<file path="src/rtl/music_sequencer.sv">
// music_sequencer: steps a note ROM at a fixed tempo and turns each note code into a square wave.
// Optional macro ARTICULATION_GAP_EN mutes the last GAP_TICKS cycles of every step.
module music_sequencer #(
  parameter int unsigned SONG_LEN       = 242,
  parameter int unsigned TICKS_PER_STEP = 12500000,
  parameter int unsigned DIV_SHIFT      = 0,
  parameter int unsigned GAP_TICKS      = 1250000
) (
  input  logic       clk,
  input  logic       rst_n,
  input  logic       start,
  input  logic       stop,
  input  logic       loop,
  output logic [7:0] address,
  input  logic [7:0] note,
  output logic       busy,
  output logic       step_pulse,
  output logic       done,
  output logic       speaker
);

  localparam logic [7:0]  LastAddr = 8'(SONG_LEN - 1);
  localparam logic [31:0] LastTick = 32'(TICKS_PER_STEP - 1);
  // Play-counter value on whose edge the muted tail begins.
  localparam logic [31:0] GapStart = 32'(TICKS_PER_STEP - GAP_TICKS - 1);
`ifdef ARTICULATION_GAP_EN
  localparam bit GapEn = 1'b1;
`else
  localparam bit GapEn = 1'b0;
`endif

  typedef enum logic [1:0] {StIdle, StFetch, StPlay} state_e;

  state_e      state_q;
  logic        fetch_cnt_q;
  logic [31:0] play_cnt_q;
  logic [19:0] div_cnt_q;
  logic [7:0]  cur_note_q;
  logic [7:0]  address_q;
  logic        busy_q;
  logic        step_pulse_q;
  logic        done_q;
  logic        speaker_q;

  logic [7:0]  note_idx;
  logic [7:0]  semi;
  logic [1:0]  oct;
  logic [19:0] base;
  logic [19:0] hp_raw;
  logic [19:0] hp_last;
  logic        is_rest;
  logic        gap_next;

  // Note code -> half-period length in clk cycles.
  always_comb begin
    note_idx = cur_note_q - 8'd1;
    is_rest  = (cur_note_q == 8'd0) || (cur_note_q > 8'd48);
    if (note_idx < 8'd12) begin
      oct  = 2'd0;
      semi = note_idx;
    end else if (note_idx < 8'd24) begin
      oct  = 2'd1;
      semi = note_idx - 8'd12;
    end else if (note_idx < 8'd36) begin
      oct  = 2'd2;
      semi = note_idx - 8'd24;
    end else begin
      oct  = 2'd3;
      semi = note_idx - 8'd36;
    end
    case (semi)
      8'd0:    base = 20'd382234;
      8'd1:    base = 20'd360776;
      8'd2:    base = 20'd340530;
      8'd3:    base = 20'd321419;
      8'd4:    base = 20'd303380;
      8'd5:    base = 20'd286352;
      8'd6:    base = 20'd270270;
      8'd7:    base = 20'd255102;
      8'd8:    base = 20'd240790;
      8'd9:    base = 20'd227273;
      8'd10:   base = 20'd214519;
      8'd11:   base = 20'd202478;
      default: base = 20'd382234;
    endcase
    hp_raw  = base >> (32'(oct) + DIV_SHIFT);
    hp_last = (hp_raw == 20'd0) ? 20'd0 : hp_raw - 20'd1;
  end

  assign gap_next = GapEn && (play_cnt_q >= GapStart);

  always_ff @(posedge clk) begin
    if (!rst_n) begin
      state_q      <= StIdle;
      fetch_cnt_q  <= 1'b0;
      play_cnt_q   <= '0;
      div_cnt_q    <= '0;
      cur_note_q   <= '0;
      address_q    <= '0;
      busy_q       <= 1'b0;
      step_pulse_q <= 1'b0;
      done_q       <= 1'b0;
      speaker_q    <= 1'b0;
    end else if (stop) begin
      state_q      <= StIdle;
      fetch_cnt_q  <= 1'b0;
      play_cnt_q   <= '0;
      div_cnt_q    <= '0;
      address_q    <= '0;
      busy_q       <= 1'b0;
      step_pulse_q <= 1'b0;
      done_q       <= 1'b0;
      speaker_q    <= 1'b0;
    end else begin
      step_pulse_q <= 1'b0;
      done_q       <= 1'b0;
      case (state_q)
        StIdle: begin
          speaker_q <= 1'b0;
          if (start) begin
            address_q   <= '0;
            fetch_cnt_q <= 1'b0;
            busy_q      <= 1'b1;
            state_q     <= StFetch;
          end
        end
        StFetch: begin
          speaker_q <= 1'b0;
          // Second FETCH cycle: ROM data for the current address is now valid.
          if (fetch_cnt_q) begin
            cur_note_q   <= note;
            div_cnt_q    <= '0;
            play_cnt_q   <= '0;
            step_pulse_q <= 1'b1;
            state_q      <= StPlay;
          end else begin
            fetch_cnt_q <= 1'b1;
          end
        end
        StPlay: begin
          if (play_cnt_q == LastTick) begin
            speaker_q   <= 1'b0;
            div_cnt_q   <= '0;
            fetch_cnt_q <= 1'b0;
            if (address_q < LastAddr) begin
              address_q <= address_q + 8'd1;
              state_q   <= StFetch;
            end else if (loop) begin
              address_q <= '0;
              state_q   <= StFetch;
            end else begin
              address_q <= '0;
              done_q    <= 1'b1;
              busy_q    <= 1'b0;
              state_q   <= StIdle;
            end
          end else begin
            play_cnt_q <= play_cnt_q + 32'd1;
            if (is_rest || gap_next) begin
              div_cnt_q <= '0;
              speaker_q <= 1'b0;
            end else if (div_cnt_q == hp_last) begin
              div_cnt_q <= '0;
              speaker_q <= ~speaker_q;
            end else begin
              div_cnt_q <= div_cnt_q + 20'd1;
            end
          end
        end
        default: begin
          state_q   <= StIdle;
          busy_q    <= 1'b0;
          speaker_q <= 1'b0;
        end
      endcase
    end
  end

  assign address    = address_q;
  assign busy       = busy_q;
  assign step_pulse = step_pulse_q;
  assign done       = done_q;
  assign speaker    = speaker_q;

endmodule

</file>
<file path="config.mk">
export PLATFORM = sky130hd
export DESIGN_NAME = music_sequencer
export DESIGN_NICKNAME = d
export VERILOG_FILES = /design/src/rtl/music_sequencer.sv
export SDC_FILE = /design/constraint.sdc
export NUM_CORES = 1
export LEC_CHECK = 0
export ABC_CLOCK_PERIOD_IN_PS = 8200
export CORE_UTILIZATION = 48
export DETAILED_ROUTE_END_ITERATION = 12
export PLACE_DENSITY_LB_ADDON = 0.15
export SETUP_SLACK_MARGIN = 0.02
export SYNTH_ARGS = -nofsm -noshare
export SYNTH_HDL_FRONTEND = slang
export SYNTH_SLANG_ARGS = --single-unit
</file>
<file path="constraint.sdc">
create_clock -name clk -period 8.2 [get_ports clk]
set_clock_uncertainty 0.15 [all_clocks]
set_input_delay 1.23 -clock clk [delete_from_list [all_inputs] [get_ports clk]]
set_output_delay 1.23 -clock clk [all_outputs]
set_load 0.01 [all_outputs]
</file>
# After elaboration in Yosys (flattened, before gate mapping)
# Memory sizes are Yosys's and may differ from the RTL's.
# Cells that the tools add are included.
[word_totals]
ff_bits = 75
rom_bits = 304
in_bits = 13
output_inout_bits = 12
wordCells = 96
mem_count = 1
[classes]
add_sub_neg = 8
n_lt_le_gt_ge = 5
eq_ne = 10
shift = 1
muxes = 36
n_bitwise = 6
reduce_logical = 19
[mem_list]
columns = ["name", "words", "word_bits", "read_ports", "rd_clocked_by_memory_dff", "write_ports", "line", "rtl"]
rows = [
  ["(name not given)", 16, 19, 1, 0, 0, "71", "case (semi)"],
]
[ops]
columns = ["cell", "n"]
rows = [
  ["20-bit two-way mux", 6],
  ["32-bit two-way mux", 2],
  ["32-bit one-hot mux with 2 select lines", 1],
  ["8-bit two-way mux", 6],
  ["20-bit one-hot mux with 2 select lines", 1],
  ["32-bit by 1-bit adder with 32-bit output, second input constant", 1],
  ["32-bit by 24-bit equality test with 1-bit output, second input constant", 1],
  ["20-bit by 1-bit adder with 20-bit output, second input constant", 1],
  ["20-bit equality test", 1],
  ["20-bit zero test", 1],
  ["20-bit by 2-bit >> shifter with 20-bit output", 1],
  ["20-bit by 1-bit subtractor with 20-bit output, second input constant", 1],
  ["8-bit one-hot mux with 2 select lines", 1],
  ["3-bit AND reduction", 5],
  ["2-bit != test, second input constant", 6],
  ["1-bit two-way mux", 11],
  ["2-bit two-way mux", 5],
  ["5-bit OR reduction", 2],
  ["8-bit by 1-bit adder with 8-bit output, second input constant", 1],
  ["8-bit by 6-bit > comparator with 1-bit output, second input constant", 1],
  ["8-bit zero test", 1],
  ["8-bit by 4-bit < comparator with 1-bit output, second input constant", 1],
  ["8-bit by 5-bit < comparator with 1-bit output, second input constant", 1],
  ["8-bit by 6-bit < comparator with 1-bit output, second input constant", 1],
  ["other kinds (19)", 26],
]

# Longest topological paths before layout
[depth]
word_depth = 15
mapped_depth = 31

# Worst setup path before layout
# No wires, ideal clock.
[synth_timing]
path_type = "register to register"
startpoint = "reg cur_note_q[0]"
endpoint = "reg div_cnt_q[10]"
setup_ns = 0.140
arrival_ns = 6.685
required_ns = 7.910
setup_slack_ns = 1.226
stages_incl_launch_ff = 30
synth_period_minus_slack_ns = 6.974
cell_sequence = "dfxtp_1 -> clkbuf_1 -> inv_1 -> ha_1 -> buf_2 -> xor2_1 -> inv_1 -> clkbuf_1 -> clkbuf_1 -> ha_1 -> inv_1 -> o22ai_1 -> a21oi_2 -> nor3_4 -> buf_2 -> buf_4 -> a41oi_1 -> a311oi_1 -> o21bai_1 -> ha_1 -> xnor2_1 -> nor3_1 -> a221oi_1 -> o2111ai_1 -> or4_1 -> or4_1 -> buf_6 -> nand2_4 -> buf_12 -> a21oi_2"
[synth_via]
elab_chain_len = 15
[synth_lines]
columns = ["item", "line", "rtl"]
rows = [
  ["start, declared", "38", "logic [7:0] cur_note_q;"],
  ["start signal, assigned", "131", "cur_note_q <= note;"],
  ["8-bit by 1-bit subtractor with 8-bit output", "56", "note_idx = cur_note_q - 8'd1;"],
  ["8-bit by 6-bit subtractor with 8-bit output, or another cell as far along", "69", "semi = note_idx - 8'd36;"],
  ["8-bit two-way mux", "64", "end else if (note_idx < 8'd36) begin"],
  ["8-bit two-way mux", "61", "end else if (note_idx < 8'd24) begin"],
  ["8-bit two-way mux", "58", "if (note_idx < 8'd12) begin"],
  ["memory read 16 x 19 bit or 4-bit zero test (tied branches)", "n/a", ""],
  ["20-bit two-way mux", "71", ""],
  ["20-bit by 2-bit >> shifter with 20-bit output", "86", "hp_raw = base >> (32'(oct) + DIV_SHIFT);"],
  ["20-bit by 1-bit subtractor with 20-bit output or 20-bit zero test (tied branches)", "87", "hp_last = (hp_raw == 20'd0) ? 20'd0 : hp_raw - 20'd1;"],
  ["20-bit two-way mux", "87", ""],
  ["20-bit equality test", "162", "end else if (div_cnt_q == hp_last) begin"],
  ["20-bit two-way mux", "162", ""],
  ["20-bit two-way mux (*)", "159", "if (is_rest || gap_next) begin"],
  ["20-bit two-way mux (*)", "141", "if (play_cnt_q == LastTick) begin"],
  ["20-bit one-hot mux with 2 select lines (*)", "117", "case (state_q)"],
  ["end signal, assigned", "166", "div_cnt_q <= div_cnt_q + 20'd1;"],
  ["end, declared", "37", "logic [19:0] div_cnt_q;"],
]
# Mark *: on every way between the ends. The rest lies on a longest branch, timed or not.
# A chain may end at the register's enable or synchronous reset.

# Worst setup path in the final report
[layout_timing]
startpoint = "reg cur_note_q[0]"
endpoint = "reg div_cnt_q[1]"
# Same word-level chain as after synthesis.

==> impl_metrics.toml <==
[critical_path]
startpoint_type = "flop"
required_ns = 8.23
worstPathCellList = "inv_1 > ha_1 > or3b_2 > o21a_1 > nor4_4 > a31oi_1 > nor2_2 > mux2_2 > a41oi_1 > o21ai_0 > ha_1 > xnor2_1 > nor3_1 > a221oi_1 > o2111ai_1 > or4_1 > or4_1 > nand2_4 > a21oi_1"
critPathMaxFanout = 20
endpoint_kind = "flop"
worstSetupPathType = "flop to flop"
worst-path-buf-inv = 1
arrival_ns = 7.59
slowest_delay_ns = 0.68
critical-path-top-delay-family = "simple AND/OR/NAND/NOR gates"
slowest_stage = "or4_1"

[clock_network]
cts.repair.resized = 0
clockBufferDepth = 2
cts_root_buf = "clkbuf_16"
cts_tree = "built"
htreeDepth = 3
path_clk_slew_ns = 0.06
numClockSinks = 75
cts_buffers = 9
clkLatencyLatePin_ns = 0.34
postCtsSetupBuffers = 0
cts-hold-fix-buffers = 0

[floorplan]
pin_count = 25
die_h_microns = 113
rows = 40
start_util_pct = 49.4
die_width_microns = 113
die-area_sq_mm = 0.0129
coreArea_sq_mm = 0.0121

[global_route]
grt_overflow_total = 0
grt.met2_usage_pct = 42.5
antenna_found_initial = 0
grt_pass1_vias = 5602
grt_pass1_wl_microns = 28400
grt_util_met1_pct = 38.6
grt.busiest_layer = "met2"
grt_use_met3_pct = 4.99
grt_start_max_net_pins = 31
grt_util_all_layers_pct = 27.5

[placed_design]
routabilityCongestion = 0.954
pre_cts_slack_ns = 0.826
hpwl_microns = 12400
port_buffers = 24

[final_layout]
nets = 821
drive_gt1_share_pct = 8.91
diodes = 0
area_growth_pct = 10.7
fillers = 1163

[routing]
via_count = 5953
dr.first_iter.drc_count = 536
ant_nets = 0
via_per_inst = 6.17
drt-pass1-iter-count = 5
post_drt_wl_per_cell_microns = 17.4
routed_wl_microns = 16800
route.detailed.drc = 0

[yosys]
synthCells = 788
synth.largest_area_cell = "dfxtp_1"
syn_area_per_cell_sq_um = 7.56
ys_seq_area_share_pct = 25.2
async_flop_share_pct = 0
synth.distinct_cells = 80
ys_top_cells_by_area = "dfxtp_1, xor2_1, nand2_1, nor2_1, xnor2_1"
syn-num-nets = 817
synth_edf_count = 0
synth_seq_cells = 75
syn-cell-area_sq_mm = 0.00596
synth_ff_type = "dfxtp_1"
netlist.area_leader.share_pct = 25.2
synth_warnings = 0

[timing]
fmax_mhz = 132
setup_viol = 0
hold_viol = 0
period_needed_ns = 7.56
rsz0062_at_grt = "no"
period_share_pct = 92.2
slew_headroom_pct = 35.5
report.final.slew_viol_count = 0
worst_slack_ns = 0.637
hold_ws_ns = 0.324
tightest_slew_ns = 0.967
tns_ns = 0

[power_and_ir_drop]
power_density_mw_per_mm2 = 120
p_leak_nw = 2.17
ir_worst_vdd_uv = 128

[job]
cap_violations = 0

[run_status]
status = "finished clean"

[min_path]
hold_class = "flop to flop"
==> stage by stage <==
| stage | instance area (sq um) | std cells | total power, mW | utilization [%] |
|---|---|---|---|---|
| 2_1_floorplan | 5960 | 788 | 0.390 | - |
| 3_3_place_gp | 6290 | 949 | 0.401 | 52.2 |
| 3_5_place_dp | 6290 | 949 | 0.401 | 52.2 |
| 4_1_cts | 6600 | 965 | 0.801 | 54.7 |
| 5_1_grt | 6600 | 965 | 0.817 | 54.7 |
| 6_report | 6600 | 965 | 0.789 | 54.7 |
==> cell usage after synthesis, drive strengths merged (6+ instances only) <==
cell type	n
a21boi	8
a21oi	51
a221oi	6
a31oi	19
and2	8
and3	10
buf	15
clkbuf	29
dfxtp	75
ha	16
inv	18
mux2i	10
nand2	94
nand3	35
nand3b	6
nand4	23
nor2	86
nor2b	8
nor3	25
nor4	20
o211ai	9
o21a	6
o21ai	30
or2	8
or3	9
or4	6
xnor2	25
xor2	43
==> layer usage <==
layer | part of all wire [%] | wire (microns)
met1 | 48 | 8040
met2 | 44 | 7490
met3 | 6.1 | 1020
met4 | 1.7 | 278
met5 | 0 | 0
==> flip-flops by register name, summed over array words and instances (netlist names) <==
register and cells:
play_cnt_q 32, step_pulse 1, speaker 1, busy 1, state_q 2, done 1
cur_note_q 8, fetch_cnt_q 1, div_cnt_q 20, address 8
==> final timing paths <==
kind	from	to	slack, ns	cells past startpoint
worst max-delay path	cur_note_q[0]$_SDFFE_PN0P_	div_cnt_q[1]$_SDFFE_PP0P_	0.64	19
worst min-delay path	play_cnt_q[1]$_SDFFE_PP0P_	play_cnt_q[1]$_SDFFE_PP0P_	0.32	2
worst max register to register	cur_note_q[0]$_SDFFE_PN0P_	div_cnt_q[1]$_SDFFE_PP0P_	0.64	19
worst min register to register	play_cnt_q[1]$_SDFFE_PP0P_	play_cnt_q[1]$_SDFFE_PP0P_	0.32	2
==> worst reg2reg max path, cell delays in order (launching register included) <==
cell and delay (ns):
dfxtp_1 0.45, inv_1 0.24, ha_1 0.63, or3b_2 0.56
o21a_1 0.28, nor4_4 0.60, a31oi_1 0.36, nor2_2 0.33
mux2_2 0.41, a41oi_1 0.54, o21ai_0 0.17, ha_1 0.27
xnor2_1 0.32, nor3_1 0.09, a221oi_1 0.25, o2111ai_1 0.15
or4_1 0.50, or4_1 0.68, nand2_4 0.32, a21oi_1 0.11
==> kinds of logic (layout without fill, tap and decap cells) <==
kind of cell	after synthesis	in the layout	synth area share [%]
adder cells (fa/ha/maj)	16	16	3.36
AND/OR/NAND/NOR	356	356	31.0
multiplexers	15	15	2.62
XOR/XNOR	68	68	9.99
AO/OA/AOI/OAI	196	196	23.2
flip-flops	75	75	25.2
buffers and inverters	62	71	4.70
==> final cells by class <==
class	count	area, sq um	share of cell area, %
well taps	168	210	3.19
multi-input cells	651	4180	63.3
repair buffers	37	338	5.12
clock buffers	10	239	3.62
clock inverters	6	63.8	0.967
flip-flops and latches	75	1500	22.8
inverters	18	67.6	1.02
==> layout by cell type, fill, tap and decap left out, types with 9 or more instances in the layout <==
master | Yosys | final
nand2_1 | 93 | 93
nor2_1 | 84 | 84
dfxtp_1 | 75 | 75
xor2_1 | 43 | 43
a21oi_1 | 40 | 40
nand3_1 | 35 | 35
o21ai_0 | 26 | 26
xnor2_1 | 25 | 25
clkdlybuf4s50_1 | 0 | 24
nand4_1 | 23 | 23
nor3_1 | 21 | 21
a31oi_1 | 19 | 19
inv_1 | 18 | 18
nor4_1 | 16 | 16
ha_1 | 16 | 16
buf_4 | 2 | 13
a21oi_2 | 11 | 11
mux2i_1 | 10 | 10
and3_1 | 10 | 10
or3_1 | 9 | 9
clkbuf_16 | 0 | 9
==> power by group <==
group / switching [mW] / leakage [nW] / total, mW / internal, mW
logic: 0.0153 / 1.43 / 0.0267 / 0.0114
clock network: 0.152 / 0.145 / 0.396 / 0.244
registers: 0.00139 / 0.604 / 0.367 / 0.365
total: 0.169 / 2.17 / 0.789 / 0.620
No activity file was read; power rests on OpenSTA's default activity.
